===== src/rtl/kval_sweep_sequencer.sv =====
// Linear sweep sequencer for the 40-bit synthesizer tuning word kval.
// Define KVAL_SWEEP_BIDIR_EN for a continuous triangle sweep instead of a single pass.
module kval_sweep_sequencer #(
    parameter int KW     = 40,
    parameter int DW     = 24,
    parameter int SETTLE = 48
) (
    input  logic          CLK67MHZ,
    input  logic          resetPort,
    input  logic          start,
    input  logic          abort,
    input  logic [KW-1:0] start_k,
    input  logic [KW-1:0] stop_k,
    input  logic [KW-1:0] step_k,
    input  logic [DW-1:0] dwell,
    output logic [KW-1:0] kval,
    output logic          busy,
    output logic          step_strobe,
    output logic          done,
    output logic          err
);

    typedef enum logic [1:0] {
        S_IDLE,
        S_SETTLE,
        S_DWELL,
        S_DONE
    } state_e;

    state_e        state_q, state_d;
    logic [DW-1:0] cnt_q, cnt_d;
    logic [KW-1:0] kval_q, kval_d;
    logic [KW-1:0] hi_q, hi_d;
    logic [KW-1:0] step_q, step_d;
    logic [DW-1:0] dwell_q, dwell_d;
    logic          strobe_q, strobe_d;
    logic          done_q, done_d;
    logic          err_q, err_d;
    logic          busy_q, busy_d;
    logic [KW:0]   up_sum;
    logic [KW-1:0] up_next;
`ifdef KVAL_SWEEP_BIDIR_EN
    logic [KW-1:0] lo_q, lo_d;
    logic          dir_q, dir_d;
    logic [KW:0]   dn_diff;
    logic [KW-1:0] dn_next;
`endif

    // Sum kept one bit wider so a carry out clamps to the stop word instead of wrapping
    assign up_sum  = {1'b0, kval_q} + {1'b0, step_q};
    assign up_next = (up_sum[KW] || (up_sum[KW-1:0] >= hi_q)) ? hi_q : up_sum[KW-1:0];
`ifdef KVAL_SWEEP_BIDIR_EN
    assign dn_diff = {1'b0, kval_q} - {1'b0, step_q};
    assign dn_next = (dn_diff[KW] || (dn_diff[KW-1:0] <= lo_q)) ? lo_q : dn_diff[KW-1:0];
`endif

    always_comb begin
        state_d  = state_q;
        cnt_d    = cnt_q;
        kval_d   = kval_q;
        hi_d     = hi_q;
        step_d   = step_q;
        dwell_d  = dwell_q;
        strobe_d = 1'b0;
        done_d   = 1'b0;
        err_d    = err_q;
`ifdef KVAL_SWEEP_BIDIR_EN
        lo_d     = lo_q;
        dir_d    = dir_q;
`endif
        unique case (state_q)
            S_IDLE: begin
                if (start) begin
                    if ((step_k == '0) || (start_k > stop_k)) begin
                        err_d = 1'b1;
                    end else begin
                        hi_d     = stop_k;
                        step_d   = step_k;
                        dwell_d  = (dwell == '0) ? DW'(1) : dwell;
                        kval_d   = start_k;
                        strobe_d = 1'b1;
                        err_d    = 1'b0;
                        cnt_d    = '0;
                        state_d  = S_SETTLE;
`ifdef KVAL_SWEEP_BIDIR_EN
                        lo_d     = start_k;
                        dir_d    = 1'b1;
`endif
                    end
                end
            end
            S_SETTLE: begin
                if (cnt_q == DW'(SETTLE - 1)) begin
                    cnt_d   = '0;
                    state_d = S_DWELL;
                end else begin
                    cnt_d = cnt_q + DW'(1);
                end
            end
            S_DWELL: begin
                if (cnt_q == dwell_q - DW'(1)) begin
                    cnt_d = '0;
`ifdef KVAL_SWEEP_BIDIR_EN
                    state_d  = S_SETTLE;
                    strobe_d = 1'b1;
                    if (dir_q) begin
                        if (kval_q == hi_q) begin
                            dir_d  = 1'b0;
                            kval_d = dn_next;
                        end else begin
                            kval_d = up_next;
                        end
                    end else begin
                        if (kval_q == lo_q) begin
                            dir_d  = 1'b1;
                            kval_d = up_next;
                        end else begin
                            kval_d = dn_next;
                        end
                    end
`else
                    if (kval_q == hi_q) begin
                        state_d = S_DONE;
                        done_d  = 1'b1;
                    end else begin
                        kval_d   = up_next;
                        strobe_d = 1'b1;
                        state_d  = S_SETTLE;
                    end
`endif
                end else begin
                    cnt_d = cnt_q + DW'(1);
                end
            end
            S_DONE: begin
                state_d = S_IDLE;
            end
            default: begin
                state_d = S_IDLE;
            end
        endcase
        // Abort overrides any step or completion decided above
        if (abort && (state_q != S_IDLE)) begin
            state_d  = S_IDLE;
            kval_d   = kval_q;
            strobe_d = 1'b0;
            done_d   = 1'b0;
            cnt_d    = '0;
        end
        busy_d = (state_d == S_SETTLE) || (state_d == S_DWELL);
    end

    always_ff @(posedge CLK67MHZ or posedge resetPort) begin
        if (resetPort) begin
            state_q  <= S_IDLE;
            cnt_q    <= '0;
            kval_q   <= '0;
            hi_q     <= '0;
            step_q   <= '0;
            dwell_q  <= '0;
            strobe_q <= 1'b0;
            done_q   <= 1'b0;
            err_q    <= 1'b0;
            busy_q   <= 1'b0;
`ifdef KVAL_SWEEP_BIDIR_EN
            lo_q     <= '0;
            dir_q    <= 1'b1;
`endif
        end else begin
            state_q  <= state_d;
            cnt_q    <= cnt_d;
            kval_q   <= kval_d;
            hi_q     <= hi_d;
            step_q   <= step_d;
            dwell_q  <= dwell_d;
            strobe_q <= strobe_d;
            done_q   <= done_d;
            err_q    <= err_d;
            busy_q   <= busy_d;
`ifdef KVAL_SWEEP_BIDIR_EN
            lo_q     <= lo_d;
            dir_q    <= dir_d;
`endif
        end
    end

    assign kval        = kval_q;
    assign busy        = busy_q;
    assign step_strobe = strobe_q;
    assign done        = done_q;
    assign err         = err_q;

endmodule


===== config.mk =====
export PLATFORM = sky130hd
export DESIGN_NAME = kval_sweep_sequencer
export DESIGN_NICKNAME = d
export VERILOG_FILES = /design/src/rtl/kval_sweep_sequencer.sv
export SDC_FILE = /design/constraint.sdc
export NUM_CORES = 1
export LEC_CHECK = 0
export BUFFER_PORTS_ARGS = -buffer_cell sky130_fd_sc_hd__buf_2
export CAP_MARGIN = 15
export CORE_MARGIN = 2
export CORE_UTILIZATION = 60
export CTS_BUF_LIST = sky130_fd_sc_hd__clkbuf_8
export CTS_CLUSTER_SIZE = 20
export DETAILED_ROUTE_END_ITERATION = 16
export HOLD_SLACK_MARGIN = 0.05
export PLACE_DENSITY = 0.83
export SYNTH_ARGS = -nofsm -noshare
export SYNTH_HDL_FRONTEND = slang
export SYNTH_SLANG_ARGS = --single-unit

===== constraint.sdc =====
create_clock -name CLK67MHZ -period 13.9 [get_ports CLK67MHZ]
set_input_delay 1.39 -clock CLK67MHZ [delete_from_list [all_inputs] [get_ports CLK67MHZ]]
set_output_delay 1.39 -clock CLK67MHZ [all_outputs]
set_load 0.01 [all_outputs]

== Word-level counts from Yosys, hierarchy flattened ==
Index checks and enable logic that the tools add are counted.

* Add/sub/neg operators: 3
* $lt $le $gt $ge: 2
* Equality and inequality tests: 14
* Muxes and demuxes: 31
* Bitwise operators: 2
* Reduce and logical (&&, ||, !) cells: 14

{| class="wikitable"
|+ Operators with widths
! cell !! number
|-
| 2-to-1 mux 40 bit || 5
|-
| 2-to-1 mux 24 bit || 6
|-
| one-hot mux 40 bit (2 select lines) || 1
|-
| one-hot mux 24 bit (3 select lines) || 1
|-
| adder 40 x 40 -> 41 bit || 1
|-
| == test 40 bit || 1
|-
| greater-or-equal comparator 40 bit || 1
|-
| greater-than comparator 40 bit || 1
|-
| zero test 40 bit || 1
|-
| adder 24 x 1 -> 24 bit, second input constant || 1
|-
| == test 24 bit || 1
|-
| == test 24 x 6 -> 1 bit, second input constant || 1
|-
| zero test 24 bit || 1
|-
| subtractor 24 x 1 -> 24 bit, second input constant || 1
|-
| 2-to-1 mux 2 bit || 6
|-
| 2-to-1 mux 1 bit || 10
|-
| != test 2 bit, second input constant || 4
|-
| one-hot mux 2 bit (4 select lines) || 1
|-
| == test 2 bit, second input constant || 3
|-
| != test 3 bit, second input constant || 2
|-
| AND reduction 3 bit || 2
|-
| AND reduction 6 bit || 1
|-
| == test 2 x 1 -> 1 bit, second input constant || 2
|-
| nonzero test 2 bit || 2
|-
| other kinds (7) || 10
|}

* Flip-flop bits (word level): 174
* Output and inout port bits: 44
* Logic and storage cells: 76

== Depth between registers and ports, before layout ==
Gate-level depths: netlist of the first run.

* Depth in word-level cells: 8
* Mapped depth: 21
* Gate-level depth less buffers: 20

== Least setup slack after synthesis of the first run ==
Ideal clock, no wire load.

* Path type: flip-flop to flip-flop
* From: reg kval_q[14] (netlist: kval[14])
* To: reg kval_q[26] (netlist: kval[26])
* Setup time: 134 ps
* Arrival time: 4938 ps
* Required time: 13766 ps
* Slack: 8828 ps
* Cell stages (with the launch flop): 22
* Buffers on the path: 2
* Period minus slack after synthesis: 5072 ps
* Path through: dfrtp_1 ha_1 clkbuf_1 a211o_1 a21oi_1 o21a_1 nor2_1 o311ai_0 a31oi_1 mux2i_1 or2_2 ha_1 a21o_1 a21o_1 a22oi_1 nand3_1 a211o_1 a22o_1 nor2_1 clkbuf_1 mux2i_1 o211ai_1

* Word-level cells in the longest chain between the ends: 7
* Elaborated cells between the ends (all ways): 10

{| class="wikitable"
|+ Ends and longest elaborated chain
! what !! line !! source
|-
| start, declared || 32 || <nowiki>logic [KW-1:0] kval_q, kval_d;</nowiki>
|-
| start signal, assigned || 172 || <nowiki>kval_q <= kval_d;</nowiki>
|-
| adder 40 x 40 -> 41 bit || 50 || <nowiki>assign up_sum = {1'b0, kval_q} + {1'b0, step_q};</nowiki>
|-
| greater-or-equal comparator 40 bit || 51 || <nowiki>assign up_next = (up_sum[KW] || (up_sum[KW-1:0] >= hi_q)) ? hi_q : up_sum[KW-1:0];</nowiki>
|-
| logical OR 1 bit || 51 ||
|-
| 2-to-1 mux 40 bit || 51 ||
|-
| 2-to-1 mux 40 bit || 122 || <nowiki>if (kval_q == hi_q) begin</nowiki>
|-
| 2-to-1 mux 40 bit || 101 || <nowiki>if (cnt_q == dwell_q - DW'(1)) begin</nowiki>
|-
| one-hot mux 40 bit (2 select lines) || 71 || <nowiki>unique case (state_q)</nowiki>
|}

Several ways; a longest one is shown, not always the timed one. The select of a mux whose other input is x is not followed.
A chain may end at the register's enable or synchronous reset.

== Worst setup path in the final report of the first run ==
* From: reg kval_q[4] (netlist: kval[4])
* To: reg kval_q[4] (netlist: kval[4])

The elaborated chain is that of the path after synthesis.

==> impl_metrics.tcl, run 1 <==
set metrics [dict create \
    drive_gt1_frac 0.186 \
    clk_path_buf_depth 2 \
    insertion_delay_ps 490 \
    status "finished, final reports clean" \
    drtIter0Drc 1508 \
    syn_nets 1868 \
    critPathLaunch "kval[4]$_DFFE_PP0P_" \
    core_area_um2 22600 \
    maxSlewHeadroom 0.246 \
    slew_violations 0 \
    critPathArrivalTime_ps 6910 \
    pre_cts_ws_ps 7610 \
    grt_use_total 0.362 \
    p_clk_frac 0.081 \
    layout.nets 2012 \
    die_h_um 156 \
    p_seq_frac 0.211 \
    ys_top_cells_by_count "dfrtp_1 (174), ha_1 (126), o21ai_0 (124), inv_1 (111), nand2_1 (105)" \
    finalCriticalPeriod_ps 6560 \
    ios 192 \
    fin_tns_setup_ps 0 \
    grt_start_max_net_pins 107 \
    timing.final.crit_share 0.472 \
    final.setup.worst_slack_ps 7340 \
    dieArea_um2 24200 \
    synth_area_um2 13800 \
    async_flop_share 1.00 \
    hold_viol_final 0 \
    grt_pass1_wl_mm 69.0 \
    worst_setup_path_end_kind "flip-flop" \
    power_density_nw_per_um2 306 \
    drt-total-wl_mm 43.9 \
    viasPerCell 6.61 \
    gp_congestion 1.01 \
    cp.required_ps 14250 \
    clockRootBuffer "clkbuf_8" \
    critical-path-top-delay-family "compound AO/OA/AOI/OAI gates" \
    synthFlopType "dfrtp_1" \
    finClkSkew_ps 18.7 \
    hp-start "err$_DFFE_PP0P_" \
    setup_viol 0 \
    synth_edf_count 0 \
    drt_pass1_iterations 6 \
    portBuffers 191 \
    seq_area_um2 4350 \
    switchingPower_mw 2.51 \
    synth_top_family_by_area "compound AO/OA/AOI/OAI gates" \
    synth_top_cell_by_area "dfrtp_1" \
    yosys.area_share.simple 0.174 \
    path_cells "ha_1 > a21oi_1 > nand2_1 > o21ai_0 > a21oi_1 > o311ai_0 > a31oi_1 > mux2i_1 > or2_2 > ha_1 > a21o_1 > a21o_1 > a22oi_1 > nand3_1 > a211o_1 > a22oi_2 > nand2_1 > a211oi_1 > o31ai_1" \
    synthMuxAreaShare 0.0619 \
    clk_pin_slew_ps 100 \
    synth_xor_area_frac 0.0658 \
    power.leakage_nw 7.05 \
    clock-sinks 174 \
    p_int_mw 2.17 \
    p_sw_frac 0.536 \
    ys_warn_count 0 \
    numCtsBuffers 17 \
    avgSynthCellArea_um2 8.65 \
    area_growth_pct 10.9 \
    hp-class "flip-flop to flip-flop" \
    hpwl_mm 33.4 \
    yosysMostFrequentCell "dfrtp_1" \
    drv_cap 0 \
    ys_ff_latch 174 \
    max_freq_mhz 152 \
    cts_tree "built" \
    route.detailed.drc 0 \
    post_cts_resized 0 \
    cts_setup_buffers 0 \
    cp_slowest_cell "o311ai_0" \
    die_w_um 156 \
    postCtsHoldBufs 0 \
    crit_path_max_fanout 22 \
    avgRoutedWirePerCell_um 21.6 \
    h-tree-depth 4 \
    grt_pass1_vias 13000 \
    tightestPinTransition_ps 1120 \
    placed_area_um2 14900 \
    rr_startpoint "kval[4]$_DFFE_PP0P_" \
    ir_worst_vdd_uv 367 \
    syn_inst 1593 \
    utilization 0.677 \
    fill_cells 1851 \
    start_util 0.611 \
    multi_input_area_um2 8710 \
    rows 55 \
    ys_seq_area_frac 0.316 \
    grt_antenna_before_repair 1 \
    path_class "flip-flop to flip-flop" \
    synth_compound_area_frac 0.213 \
    routed-via-count 13500 \
    gr-total-overflow 0 \
    synth_top_area_share 0.316 \
    synth_area_leaders "dfrtp_1 (32%), ha_1 (11%), mux2_2 (5.4%), xnor2_1 (4.6%), o21ai_0 (4.5%)" \
    design_area_um2 15300 \
    yosys.area_share.adder 0.116 \
    final_antenna_net_count 0 \
    yosysUniqueCellTypes 72 \
    rsz0062_at_grt "no" \
    cp_slowest_stage_delay_ps 780 \
    combPwrFrac 0.708 \
    critPathBufInv 0 \
    startpoint_type "flip-flop" \
]
[cells in the final DEF (no fill, tap or decap), types with 35 or more instances in the layout]
master      n
buf_2     191
dfrtp_1   174
ha_1      125
o21ai_0   124
inv_1     110
nand2_1   105
a21oi_1    96
nor2_1     92
xnor2_1    73
mux2_2     66
nand3_1    53
nand4_1    44
nor4_1     41
a211oi_1   40
a21o_1     39
o31ai_1    35
[worst reg2reg max path, cell delays in order (launching register included)]
cell	delay [ps]
dfrtp_1	440
ha_1	370
a21oi_1	250
nand2_1	100
o21ai_0	440
a21oi_1	290
o311ai_0	780
a31oi_1	370
mux2i_1	210
or2_2	320
ha_1	300
a21o_1	190
a21o_1	170
a22oi_1	260
nand3_1	140
a211o_1	270
a22oi_2	180
nand2_1	680
a211oi_1	540
o31ai_1	150
[layout make-up]
| class | instances | share of cell area |
|---|---|---|
| clock buffers | 17 | 0.0153 |
| repair buffers | 202 | 0.0682 |
| clock inverters | 15 | 0.0111 |
| diodes | 1 | 0.000164 |
| flip-flops and latches | 174 | 0.285 |
| multi-input cells | 1231 | 0.570 |
| inverters | 111 | 0.0276 |
| well taps | 285 | 0.0233 |
[worst paths after layout]
| path | to | slack (ps) | cells after the start |
|---|---|---|---|
| max | kval[4]$_DFFE_PP0P_ | 7340 | 19 |
| min | err$_DFFE_PP0P_ | 510 | 2 |
| max reg2reg | kval[4]$_DFFE_PP0P_ | 7340 | 19 |
| min reg2reg | err$_DFFE_PP0P_ | 510 | 2 |
| max in group asynchronous | kval[22]$_DFFE_PP0P_ | 11230 | 3 |
| min in group asynchronous | hi_q[10]$_DFFE_PP0P_ | 1120 | 2 |
[registers in the layout, summed over array words and instances, names as in the netlist]
| name | count |
|---|---|
| done | 1 |
| hi_q | 40 |
| kval | 40 |
| step_strobe | 1 |
| err | 1 |
| busy | 1 |
| state_q | 2 |
| step_q | 40 |
| dwell_q | 24 |
| cnt_q | 24 |
[through the flow]
step	instances	hold WS, ps	power [mW]
floorplan	1593	485	3.24
global placement	2002	478	4.10
detailed placement	2002	483	4.19
CTS	2034	510	4.58
global route	2036	545	5.02
finish	2036	511	4.69
[kinds of logic (layout without fill, tap and decap cells)]
family                     after synthesis  count (layout)
buffers and inverters                  188             345
other                                    0               1
adders and majority gates              127             127
muxes                                   77              77
xor gates and xnor gates               102             102
AOI/OAI and AO/OA                      453             453
and+or+nand+nor                        472             472
DFF                                    174             174
[power by group through the flow]
stage                     clock [mW]  combinational [mW]  sequential (mW)
after CTS                      0.379                3.22            0.976
after global placement             0                3.13            0.973
after floorplan                    0                2.32            0.920
after detailed placement           0                3.20            0.984
after global routing           0.397                3.61             1.01
final                          0.381                3.32            0.989
[layer usage]
| metal | vias to the layer above | GRT usage | routed length [µm] |
|---|---|---|---|
| met1 | 6442 | 0.481 | 17900 |
| li1 | 6126 | - | - |
| met3 | 131 | 0.0961 | 4730 |
| met5 | - | 0 | 0 |
| met4 | 0 | 0.146 | 1890 |
| met2 | 768 | 0.566 | 19400 |
No activity file was read; power rests on OpenSTA's default activity.
==> inputs of run 2 (changes only) <==
- ABC_AREA: unset -> 1
- PLACE_DENSITY: 0.83 -> 0.82
- clock period: 13.9 -> 6.7 ns (I/O delays scaled with it)
==> run 2 against run 1 <==
Effect of this change:
- die area increased by 10%
- synthesized cell count increased by 51%
- critical endpoint is now kval[1]$_DFFE_PP0P_
- count of clock-buffer cells in the layout increased by 1
- highest routed layer is now met5
- global-route usage increased by 2.1 points
- hold slack got worse by 140 ps
- largest cell class unchanged
==> impl_metrics.tcl, run 2 <==
set metrics [dict create \
    tightestPinTransition_ps 1070 \
    worst_setup_path_end_kind "flip-flop" \
    hpwl_mm 40.8 \
    viasPerCell 5.78 \
    avgSynthCellArea_um2 6.36 \
    dieArea_um2 26700 \
    critPathArrivalTime_ps 5620 \
    post_cts_resized 0 \
    rows 58 \
    postCtsHoldBufs 0 \
    drv_cap 0 \
    finClkSkew_ps 28.3 \
    numCtsBuffers 17 \
    layout.nets 2834 \
    cp.required_ps 7080 \
    die_w_um 164 \
    hold_viol_final 0 \
    drt-total-wl_mm 51.3 \
    gr-total-overflow 0 \
    synth_top_cell_by_area "dfrtp_1" \
    insertion_delay_ps 500 \
    ys_top_cells_by_count "nand2_1 (868), inv_1 (289), o21ai_0 (209), nor2_1 (205), dfrtp_1 (174)" \
    utilization 0.670 \
    area_growth_pct 10.2 \
    avgRoutedWirePerCell_um 17.7 \
    die_h_um 164 \
    synth_area_um2 15300 \
    grt_pass1_wl_mm 79.9 \
    final_cell_mix "nand2_1 (868), inv_1 (289), o21ai_0 (209)" \
    path_class "flip-flop to flip-flop" \
    path_common_cell "nand2_1" \
    insertedDiodeCount 0 \
    synthFlopType "dfrtp_1" \
    route.detailed.drc 0 \
    final_antenna_net_count 0 \
    routed-via-count 16800 \
    grt_pass1_vias 15500 \
    yosysUniqueCellTypes 42 \
    ios 192 \
    synth_area_leaders "dfrtp_1 (29%), nand2_1 (21%), ha_1 (10%), inv_1 (7.1%), o21ai_0 (6.9%)" \
    ys_warn_count 0 \
    hp-class "primary input to async pin" \
    grt_antenna_before_repair 1 \
    synth_top_area_share 0.285 \
    cp_slowest_cell "o21ai_0" \
    ir_worst_vdd_uv 405 \
    rr_startpoint "kval[0]$_DFFE_PP0P_" \
    drt_pass1_iterations 6 \
    grt_use_total 0.383 \
    clk_path_buf_depth 2 \
    status "finished, final reports clean" \
    start_util 0.608 \
    syn_inst 2401 \
    fin_tns_setup_ps 0 \
    cts_setup_buffers 0 \
    clock-sinks 174 \
    synth_edf_count 0 \
    syn_nets 2676 \
    cp_slowest_stage_delay_ps 550 \
    drive_gt1_frac 0.103 \
    portBuffers 191 \
    setup_viol 0 \
    ys_ff_latch 174 \
    crit_path_max_fanout 40 \
    drtIter0Drc 1701 \
    critPathLaunch "kval[0]$_DFFE_PP0P_" \
    core_area_um2 25100 \
    timing.final.crit_share 0.782 \
    gp_congestion 1.05 \
    power.leakage_nw 9.14 \
    clk_pin_slew_ps 100 \
    yosysMostFrequentCell "nand2_1" \
    power_density_nw_per_um2 567 \
    async_flop_share 1.00 \
    clockRootBuffer "clkbuf_8" \
    mostFrequentLayoutCell "nand2_1" \
    rsz0062_at_grt "no" \
    ys_seq_area_frac 0.285 \
    cts_tree "built" \
    maxSlewHeadroom 0.289 \
    slew_violations 0 \
    fill_cells 2335 \
    grt_start_max_net_pins 108 \
    max_freq_mhz 191 \
    h-tree-depth 4 \
    finalCriticalPeriod_ps 5240 \
    startpoint_type "flip-flop" \
]
## run 2: cell types whose count changed after synthesis, sizes merged, moves of 35 or more
cell | before | now
nand2 | 106 | 875
inv | 111 | 290
nor2 | 94 | 216
o21ai | 125 | 209
nand3 | 53 | 135
mux2 | 66 | 0
a211oi | 40 | 1
a21o | 40 | 1
o31ai | 35 | 0
## run 2: metal layers
metal,routed length [µm],track usage,part of all wire
met4,2160,0.161,0.042
met1,21400,0.509,0.42
met3,4620,0.0625,0.090
met2,23200,0.621,0.45
met5,9,0,0.00018
## run 2: area by class of cell
class	count	area [µm²]	share of cell area
clock buffers	18	248	0.0147
clock inverters	14	143	0.00847
inverters	294	1110	0.0659
multi-input cells	1870	9530	0.566
flip-flops and latches	174	4350	0.259
well taps	330	413	0.0245
repair buffers	202	1040	0.0617
## run 2: worst paths after layout
check / end / slack [ps] / cells past startpoint
max: kval[1]$_DFFE_PP0P_ / 1460 / 28
min reg2reg: step_q[22]$_DFFE_PP0P_ / 520 / 2
min: kval[5]$_DFFE_PP0P_ / 380 / 2
min in group CLK67MHZ: hi_q[22]$_DFFE_PP0P_ / 380 / 3
max reg2reg: kval[1]$_DFFE_PP0P_ / 1460 / 28
max in group asynchronous: hi_q[32]$_DFFE_PP0P_ / 4790 / 3
## run 2: cell families (layout without fill, tap and decap cells)
group                    after synthesis  after routing  synth area share
AO/OA/AOI/OAI                        327            327             0.110
buffers and inverters                357            528            0.0920
adder cells (fa/ha/maj)              127            127             0.105
flip-flops                           174            174             0.285
XOR/XNOR                              72             72            0.0418
AND/OR/NAND/NOR                     1344           1344             0.366
## run 2: stage by stage
stage	total power [mW]	setup WS, ps	instances	hold slack [ps]	area (µm²)
floorplan	6.57	1310	2401	471	15300
global placement	8.36	1860	2870	486	16400
detailed placement	8.56	1680	2870	492	16400
CTS	9.37	1610	2902	376	16800
global route	10.4	1200	2902	381	16800
finish	9.54	1460	2902	376	16800
## run 2: power by group
part	total, mW	internal [mW]	switching (mW)	leakage, nW
sequential	1.96	1.48	0.480	2.20
clock	0.785	0.319	0.466	0.207
combinational	6.80	2.18	4.62	6.74
total	9.54	3.98	5.56	9.14
## run 2: critical path: cells and delay by family (launching register included)
kind | cells | cell delay, ps
adder cells (fa/ha/maj) | 3 | 1060
AND/OR/NAND/NOR | 21 | 2410
AO/OA/AOI/OAI | 2 | 720
flip-flops | 1 | 440
buffers and inverters | 2 | 490
==> inputs of run 3 (changes only) <==
- clock period: 6.7 -> 5.15 ns (I/O delays scaled with it)
==> run 3 against run 2 <==
Effect of this change:
- routed wire length is 0.72% lower
- sequential share of layout area is 0.21 points lower
- worst setup slack got worse by 1200 ps
- clock skew is 6.9 ps lower
- first-iteration DRC count grew 19%
- sequential power rose by 30%
- final cell count is 0.17% higher
- core utilization is 0.56 points higher
- combinational power is 31% higher
- count of clock-buffer cells in the layout unchanged
==> impl_metrics.tcl, run 3 (synthesis results as in run 2) <==
set metrics [dict create \
    ir_worst_vdd_uv 526 \
    clock-sinks 174 \
    startpoint_type "flip-flop" \
    final_cell_mix "nand2_1 (868), inv_1 (288), o21ai_0 (208)" \
    numCtsBuffers 17 \
    slew_violations 0 \
    grt_pass1_wl_mm 80.4 \
    avgRoutedWirePerCell_um 17.5 \
    seq_area_um2 4350 \
    drv_cap 0 \
    gr-total-overflow 0 \
    cp.required_ps 5520 \
    rrSetupSlack_ps 290 \
    status "finished, final reports clean" \
    finalPower_mw 12.6 \
    power.leakage_nw 9.20 \
    dieArea_um2 26700 \
    finClkSkew_ps 21.4 \
    route.detailed.drc 0 \
    final.setup.worst_slack_ps 286 \
    clockRootBuffer "clkbuf_8" \
    routed-via-count 16600 \
    critPathLaunch "kval[0]$_DFFE_PP0P_" \
    insertedDiodeCount 0 \
    placed_area_um2 16500 \
    grt_pass1_vias 15600 \
    rsz0062_at_grt "no" \
    path_class "flip-flop to flip-flop" \
    hp-class "primary input to async pin" \
    worst_setup_path_end_kind "flip-flop" \
    fin_tns_setup_ps 0 \
    path_common_cell "nand2_1" \
    multi_input_area_um2 9520 \
    power_density_nw_per_um2 743 \
    grt_start_max_net_pins 85 \
    gp_congestion 1.03 \
    grt_antenna_before_repair 0 \
    start_util 0.608 \
    hpwl_mm 40.2 \
    core_area_um2 25100 \
    mostFrequentLayoutCell "nand2_1" \
    drt-total-wl_mm 51.0 \
    area_growth_pct 11.1 \
    die_h_um 164 \
    pre_cts_ws_ps 99.1 \
    grt_use_total 0.384 \
    clk_pin_slew_ps 100 \
    cts_tree "built" \
    drive_gt1_frac 0.105 \
    setup_viol 0 \
    h-tree-depth 4 \
    timing.final.crit_share 0.945 \
    viasPerCell 5.70 \
    final_antenna_net_count 0 \
    fill_cells 2343 \
    portBuffers 191 \
    clk_path_buf_depth 2 \
    die_w_um 164 \
    cp_slowest_stage_delay_ps 430 \
    crit_path_max_fanout 40 \
    finalCriticalPeriod_ps 4860 \
    cts_setup_buffers 0 \
    cp_slowest_cell "dfrtp_1" \
    rows 58 \
    tightestPinTransition_ps 953 \
    design_area_um2 17000 \
    hold_viol_final 0 \
    max_freq_mhz 206 \
    maxSlewHeadroom 0.364 \
    rr_startpoint "kval[0]$_DFFE_PP0P_" \
    hold_ws_ps 67.4 \
    critPathArrivalTime_ps 5240 \
    ios 192 \
    drtIter0Drc 2016 \
    drt_pass1_iterations 9 \
    insertion_delay_ps 480 \
    layout.nets 2840 \
]
-- run 3: layout make-up --
type,instances,share of cell area
well taps,330,0.0243
flip-flops and latches,174,0.257
inverters,294,0.0653
repair buffers,208,0.0661
clock inverters,13,0.0119
multi-input cells,1870,0.561
clock buffers,18,0.0146
-- run 3: repair_timing --
action,CTS,global route
hold buffers,0,0
resized for setup,0,2
setup endpoints to repair,0,40
hold endpoints to repair,0,0
-- run 3: report_power, final --
| part | switching (mW) | leakage [nW] | total [mW] | internal, mW |
|---|---|---|---|---|
| clock network | 0.599 | 0.230 | 1.15 | 0.555 |
| registers | 0.614 | 2.20 | 2.54 | 1.93 |
| logic | 6.04 | 6.77 | 8.91 | 2.87 |
-- run 3: path summary, 6_finish.rpt --
check,cells after the start,endpoint
setup / recovery,28,kval[34]$_DFFE_PP0P_
hold / removal,2,hi_q[5]$_DFFE_PP0P_
setup reg to reg,28,kval[34]$_DFFE_PP0P_
hold reg to reg,2,step_q[30]$_DFFE_PP0P_
max in group asynchronous,3,hi_q[31]$_DFFE_PP0P_
min in group CLK67MHZ,3,step_q[21]$_DFFE_PP0P_
-- run 3: metal layers --
layer / vias up / track usage / part of all wire
met3: 104 / 0.0582 / 0.087
met2: 785 / 0.629 / 0.45
li1: 8021 / - / -
met5: - / 0 / 0
met1: 7670 / 0.521 / 0.43
met4: 0 / 0.125 / 0.030
-- run 3: worst max-delay path: cells and delay by family, from the launching register on --
kind,cells,cell delay (ps)
AO/OA/AOI/OAI,2,520
adder cells (fa/ha/maj),3,960
buffers and inverters,2,460
flip-flops,1,430
AND/OR/NAND/NOR,21,2360
-- run 3: metrics by stage --
stage	util	instances
finish	0.676	2907
global placement	0.658	2876
detailed placement	0.658	2876
CTS	0.676	2907
global route	0.676	2907
floorplan	-	2401
